### src/rtl/bam_mac_pkg.sv
// bam_mac_pkg: shared state enum, default widths and count-width helper for the BAM MAC accumulator
package bam_mac_pkg;
  typedef enum logic {ACC, DONE} state_t;
  localparam int DEF_PROD_W    = 16;
  localparam int DEF_ACC_W     = 24;
  localparam int DEF_DROP_LSB  = 9;
  localparam int DEF_MAX_TERMS = 256;
  function automatic int cnt_w(input int n);
    return $clog2(n + 1);
  endfunction
endpackage

### src/rtl/bam_mac_add.sv
// bam_mac_add: W-bit adder (a, b -> sum, co); sum saturates to all ones on carry out when BAM_MAC_SAT_EN is defined, else wraps
module bam_mac_add #(
  parameter int W = 15
) (
  input  logic [W-1:0] a,
  input  logic [W-1:0] b,
  output logic [W-1:0] sum,
  output logic         co
);
  logic [W-1:0] raw;
  assign {co, raw} = {1'b0, a} + {1'b0, b};
`ifdef BAM_MAC_SAT_EN
  assign sum = co ? '1 : raw;
`else
  assign sum = raw;
`endif
endmodule

### src/rtl/bam_mac_accumulator.sv
// bam_mac_accumulator: frame MAC accumulator (clk, async rst, in valid/ready/prod/last, out valid/ready/acc/terms/ovf/forced); BAM_MAC_SAT_EN selects saturation
module bam_mac_accumulator
  import bam_mac_pkg::*;
#(
  parameter int PROD_W    = DEF_PROD_W,
  parameter int ACC_W     = DEF_ACC_W,
  parameter int DROP_LSB  = DEF_DROP_LSB,
  parameter int MAX_TERMS = DEF_MAX_TERMS
) (
  input  logic                           clk,
  input  logic                           rst,
  input  logic                           in_valid,
  output logic                           in_ready,
  input  logic [PROD_W-1:0]              in_prod,
  input  logic                           in_last,
  output logic                           out_valid,
  input  logic                           out_ready,
  output logic [ACC_W-1:0]               out_acc,
  output logic [cnt_w(MAX_TERMS)-1:0]    out_terms,
  output logic                           out_ovf,
  output logic                           out_forced
);
  localparam int AW = ACC_W - DROP_LSB;
  localparam int CW = cnt_w(MAX_TERMS);
  state_t state, state_n;
  logic [AW-1:0] acc, sum;
  logic [CW-1:0] cnt, cnt_inc;
  logic ovf, co, accept, hit_max, close, done_hs;
  bam_mac_add #(.W(AW)) u_add (
    .a  (acc),
    .b  (AW'(in_prod[PROD_W-1:DROP_LSB])),
    .sum(sum),
    .co (co)
  );
  assign in_ready  = state == ACC;
  assign out_valid = state == DONE;
  assign accept    = in_valid & in_ready;
  assign cnt_inc   = cnt + 1'b1;
  assign hit_max   = cnt_inc == CW'(MAX_TERMS);
  assign close     = accept & (in_last | hit_max);
  assign done_hs   = out_valid & out_ready;
  always_comb state_n = close ? DONE : done_hs ? ACC : state;
  always_ff @(posedge clk or posedge rst) begin
    if (rst) begin
      state      <= ACC;
      acc        <= '0;
      cnt        <= '0;
      ovf        <= 1'b0;
      out_acc    <= '0;
      out_terms  <= '0;
      out_ovf    <= 1'b0;
      out_forced <= 1'b0;
    end else begin
      state <= state_n;
      if (accept) begin
        acc <= sum;
        cnt <= cnt_inc;
        ovf <= ovf | co;
      end
      if (close) begin
        out_acc    <= {sum, {DROP_LSB{1'b0}}};
        out_terms  <= cnt_inc;
        out_ovf    <= ovf | co;
        out_forced <= hit_max & ~in_last;
      end
      if (done_hs) begin
        acc <= '0;
        cnt <= '0;
        ovf <= 1'b0;
      end
    end
  end
  a_low_zero: assert property (@(posedge clk) disable iff (rst)
    accept |-> in_prod[DROP_LSB-1:0] == '0);
endmodule
### config.mk
export PLATFORM = sky130hd
export DESIGN_NAME = bam_mac_accumulator
export DESIGN_NICKNAME = d
export VERILOG_FILES = /design/src/rtl/bam_mac_pkg.sv /design/src/rtl/bam_mac_add.sv /design/src/rtl/bam_mac_accumulator.sv
export SDC_FILE = /design/constraint.sdc
export NUM_CORES = 1
export LEC_CHECK = 0
export ABC_AREA = 0
export CORE_AREA = 2 2 98 100
export CTS_BUF_LIST = sky130_fd_sc_hd__clkbuf_8
export DETAILED_ROUTE_END_ITERATION = 16
export DIE_AREA = 0 0 100 102
export RECOVER_POWER = 50
export SLEW_MARGIN = 20
export SYNTH_ARGS = -nofsm -noshare
export SYNTH_HDL_FRONTEND = slang
export SYNTH_HIERARCHICAL = 1
export SYNTH_SLANG_ARGS = --single-unit
### constraint.sdc
create_clock -name clk -period 3.19 [get_ports clk]
set_input_delay 0.4785 -clock clk [delete_from_list [all_inputs] [get_ports clk]]
set_output_delay 0.4785 -clock clk [all_outputs]
set_load 0.01 [all_outputs]
# Yosys cells after proc, flatten, opt, wreduce, memory -nomap -nowiden
# Cells that the tools add are included.
[classes]
eq_ne = 1
bitwise = 8
mul = 0
shifts = 0
addsub = 2
order_cmp = 0
reduce_logical = 2
muxes = 8
div_mod_pow = 0
[ops]
columns = ["cell", "count"]
rows = [
  ["two-way mux 15 bit", 2],
  ["two-way mux 9 bit", 2],
  ["adder 15 x 7 -> 16 bit", 1],
  ["adder 9 x 1 -> 9 bit (second input constant)", 1],
  ["equality test 9 bit (second input constant)", 1],
  ["AND 1 bit", 4],
  ["two-way mux 1 bit", 4],
  ["nonzero test 2 bit", 2],
  ["inverter 1 bit", 2],
  ["OR 1 bit", 2],
]
[word_totals]
inputBits = 21
rom_bits = 0
reg_bits = 52
ram_bits = 0
latchBits = 0
mem_count = 0
output_inout_bits = 37

# Depth between registers and ports, before layout
[depth]
ltp_word = 5
mapped_depth = 9

# Modules after synthesis
# Netlist, hierarchy kept.
[modules_own_cells]
columns = ["mod", "cells_per_inst", "area_each_um2", "n_inst"]
rows = [
  ["bam_mac_accumulator", 185, 2353.5, 1],
  ["bam_mac_add", 96, 748.2, 1],
]

# Worst setup path before layout
# No wires, ideal clock.
[synth_timing]
kind = "flip-flop to flip-flop"
start = "reg cnt[0]"
end = "reg out_acc[14]"
path_stages_with_launch = 9
required_time_ns = 3.065
setup_ns = 0.125
path_buffers = 2
synth_period_minus_slack_ns = 2.601
slack_ns = 0.589
arrival_ns = 2.475
path_cell_list = "dfrtp_1 -> ha_1 -> clkbuf_1 -> xor2_1 -> or4_1 -> a22o_1 -> o31ai_4 -> buf_6 -> mux2_4"
[synth_via]
elab_chain_cells = 4
[synth_lines]
columns = ["element", "line_no", "source"]
rows = [
  ["start, declared", "bam_mac_accumulator.sv:27", "logic [CW-1:0] cnt, cnt_inc;"],
  ["start signal, assigned", "bam_mac_accumulator.sv:57", "cnt <= cnt_inc;"],
  ["adder 9 x 1 -> 9 bit", "bam_mac_accumulator.sv:38", "assign cnt_inc = cnt + 1'b1;"],
  ["equality test 9 bit", "bam_mac_accumulator.sv:39", "assign hit_max = cnt_inc == CW'(MAX_TERMS);"],
  ["OR 1 bit", "bam_mac_accumulator.sv:40", "assign close = accept & (in_last | hit_max);"],
  ["AND 1 bit", "bam_mac_accumulator.sv:40", ""],
  ["end signal, assigned", "bam_mac_accumulator.sv:61", "out_acc <= {sum, {DROP_LSB{1'b0}}};"],
  ["end, declared", "bam_mac_accumulator.sv:18", "output logic [ACC_W-1:0] out_acc,"],
]
# No other way between the ends.
# A chain may end at the register's enable or synchronous reset.

# Final worst setup path
[layout_timing]
start = "reg cnt[0]"
end = "reg out_terms[2]"
[layout_via]
elab_chain_cells = 4
[layout_lines]
columns = ["element", "line_no", "source"]
rows = [
  ["adder 9 x 1 -> 9 bit *", "bam_mac_accumulator.sv:38", ""],
  ["equality test 9 bit", "bam_mac_accumulator.sv:39", ""],
  ["OR 1 bit", "bam_mac_accumulator.sv:40", ""],
  ["AND 1 bit", "bam_mac_accumulator.sv:40", ""],
  ["end signal, assigned", "bam_mac_accumulator.sv:62", "out_terms <= cnt_inc;"],
  ["end, declared", "bam_mac_accumulator.sv:19", "output logic [cnt_w(MAX_TERMS)-1:0] out_terms,"],
]
# Every way passes the cells marked *; elsewhere a longest branch is shown, timed or not.

==> results.md <==
* Critical R2R Capture: out_terms[2]$_DFFE_PP0P_
* Launch point of the worst path: cnt[0]$_DFFE_PP0P_
* Layout cells sized above 1 at 0.1480
* Synth top area cells: dfrtp_1 (42%), mux2_4 (8.7%), ha_1 (6.9%), a22o_1 (5.4%), a21oi_1 (2.7%)
* Worst Setup EP: out_terms[2]$_DFFE_PP0P_
* Die width at 100 um
* Clk sinks at 52
* GP Congestion at 0.8145
* Seq. cell area at 0.001301 mm2
* Drt total wl at 6.483 mm
* Endpoints failing setup at 0
* Total CTS buffers at 5
* Endpoints failing hold at 0
* Final net count at 369
* R2R Setup Slk at 420 ps
* # port buffers at 39
* Yosys reg bits at 52
* Clock power frac at 0.127
* Ys async rst share at 1.000
* Dpl ws at 218.8 ps
* HPWL after DPL at 4.689 mm
* Total core area at 0.009109 mm2
* Overall routing resource usage at 0.1338
* Final setup skew at 13.35 ps
* Post-cts gate resize count at 0
* CTS tree: built
* Clock tree buffer depth at 2
* Clock-pin slew on the worst setup and hold paths at 100 ps
* Post-synth top area share at 0.4195
* Io pins at 58
* DR pass1 iterations at 4
* Internal Pwr Total at 1898 uW
* Flop pwr share at 0.347
* PwrDens at 830.6 mW/mm2
* Peak Freq at 0.3606 GHz
* Fill cell count at 903
* Slew Viols, Final at 0
* FF-to-FF path depth at 7
* Routed Antenna Nets at 0
* Die ar. at 0.01020 mm2
* Worst path required time at 3400 ps
* Starting DRT DRC Count at 58
* Net Sw Power at 1162 uW
* Chip height at 102 um
* Crit path launch type: flip-flop
* Vias per std cell at 5.152
* Most common cell in the netlist: dfrtp_1
* First-pass GRT wire length at 10.96 mm
* Worst Path Max Fanout at 14
* Combinational share of power at 0.526
* Sequential area share after synthesis at 0.4195
* Sum Neg Setup Slack at 0 ps
* Synthesized instance count at 281
* Total number of vias at 2277
* Synth top cells by count: dfrtp_1 (52), a22o_1 (19), mux2_4 (18)
* Layout area overhead at 18.80%
* Htree depth at 2
* Cell Rows at 35
* Final worst setup slack at 417.1 ps
* Outcome: completed
* Synth warn at 6
* Main synth FF type: dfrtp_1
* # diodes at 0
* Sw Ratio at 0.3797
* Mapped cell area at 0.003102 mm2
* Vias in the first global route at 2267
* Relative slew slack at 0.2502
* Crit Path Category: reg2reg
* Worst slew pin tran at 1125 ps
* Area occupied by multi-input gates at 0.001672 mm2
* Largest net degree at the start of global routing at 25
* Average routed wire per standard cell at 14.67 um
* Crit path time final at 2773 ps
* Total congestion overflow at 0
* Hold_buf cts at 0
* Final Cycle Share at 0.8692
* Worst Hold Class: reg2reg
* Max VDD drop at 390.8 uV
* RSZ-0062 raised after global routing: no
* RR Startpoint: cnt[0]$_DFFE_PP0P_
* Post-synth top area cell: dfrtp_1
* Distinct cells, synth at 53
* Clock Latency Late Sink at 320 ps
* Starting Density at 0.3405
* Leakage Power at 0.001688 uW
* Post-synth EDFFs at 0
* DRC viols at 0
* Initial antenna violation count at 0
* CP arrival at 2980 ps
* Syn Area/Cell at 11.04 um2
* Max-cap violations at 0
* CTS root buf: clkbuf_8
* Critical Path End Type: flip-flop
* Postcts setup bufs at 0
sequential cells by signal, summed over array words and instances, names as in the netlist:
register and count:
out_acc 15, out_valid 1, out_ovf 1, ovf 1, acc 15, cnt 9
out_terms 9, out_forced 1
per-layer routing:
layer / up-vias / share of wire / GRT usage
met5: - / 0 / 0
met4: 0 / 0.0082 / 0.03583
met3: 7 / 0.035 / 0.02599
met2: 45 / 0.46 / 0.2209
met1: 1120 / 0.50 / 0.1812
li1: 1105 / - / -
power groups by stage:
stage,Sequential [uW],Combinational (uW),Clock (uW)
floorplan,1100,1100,0
global placement,1080,1600,0
detailed placement,1080,1610,0
CTS,1070,1630,405
global route,1110,1770,428
finish,1060,1610,388
worst max-delay path, stage by stage, from the launching register on:
cell and delay [ps]:
dfrtp_1 500, ha_1 370, xor2_1 180, or4_1 410
a22o_1 250, o31ai_4 280, buf_4 310, mux2_2 370
cells in the final DEF, fill, tap and decap left out, types with 9 or more instances in the layout:
| master | instances |
|---|---|
| conb_1 | 17 |
| o21ai_0 | 17 |
| xor2_1 | 9 |
| ha_1 | 17 |
| xnor2_1 | 9 |
| dlygate4sd3_1 | 15 |
| inv_1 | 12 |
| mux2_4 | 18 |
| nand2_1 | 14 |
| dfrtp_1 | 52 |
| a22o_1 | 19 |
| a21oi_1 | 17 |
| clkdlybuf4s50_1 | 24 |
cells by family after synthesis:
kind of cell,Yosys count,share of synthesized area
buffers and inverters,32,0.06091
DFF,52,0.4195
xor gates and xnor gates,18,0.05083
muxes,24,0.1081
AOI/OAI and AO/OA,79,0.1839
adders and majority gates,18,0.07503
other,1,0.001209
and+or+nand+nor,57,0.1004
how the worst min path moves through the flow:
stage | slack [ps] | startpoint | depth (start not counted) | to
global route | 540 | acc[10]$_DFFE_PP0P_ | 1 | acc[10]$_DFFE_PP0P_
finish | 510 | out_terms[3]$_DFFE_PP0P_ | 1 | out_terms[3]$_DFFE_PP0P_
global placement | 490 | acc[0]$_DFFE_PP0P_ | 1 | acc[0]$_DFFE_PP0P_
floorplan | 470 | cnt[8]$_DFFE_PP0P_ | 2 | cnt[8]$_DFFE_PP0P_
CTS | 440 | rst | 2 | out_terms[0]$_DFFE_PP0P_
detailed placement | 490 | acc[8]$_DFFE_PP0P_ | 1 | acc[8]$_DFFE_PP0P_
cell type report:
type	instances	area share
Sequential cell	52	0.3531
Multi-Input combinational cell	213	0.4536
Clock inverter	3	0.005433
Clock buffer	5	0.01868
Inverter	11	0.01121
Timing Repair Buffer	47	0.1202
Tap cell	111	0.03769
stage by stage:
stage          power [uW]  hold slack [ps]  cell area [um2]    util  std cells
2_1_floorplan        2196            471.1             3162       -        297
3_3_place_gp         2675            490.0             3603  0.3956        434
3_5_place_dp         2689            488.0             3603  0.3956        434
4_1_cts              3104            442.2             3692  0.4054        442
5_1_grt              3306            538.3             3685  0.4045        442
6_report             3061            512.1             3685  0.4045        442
Power figures use the tool's default switching activity.
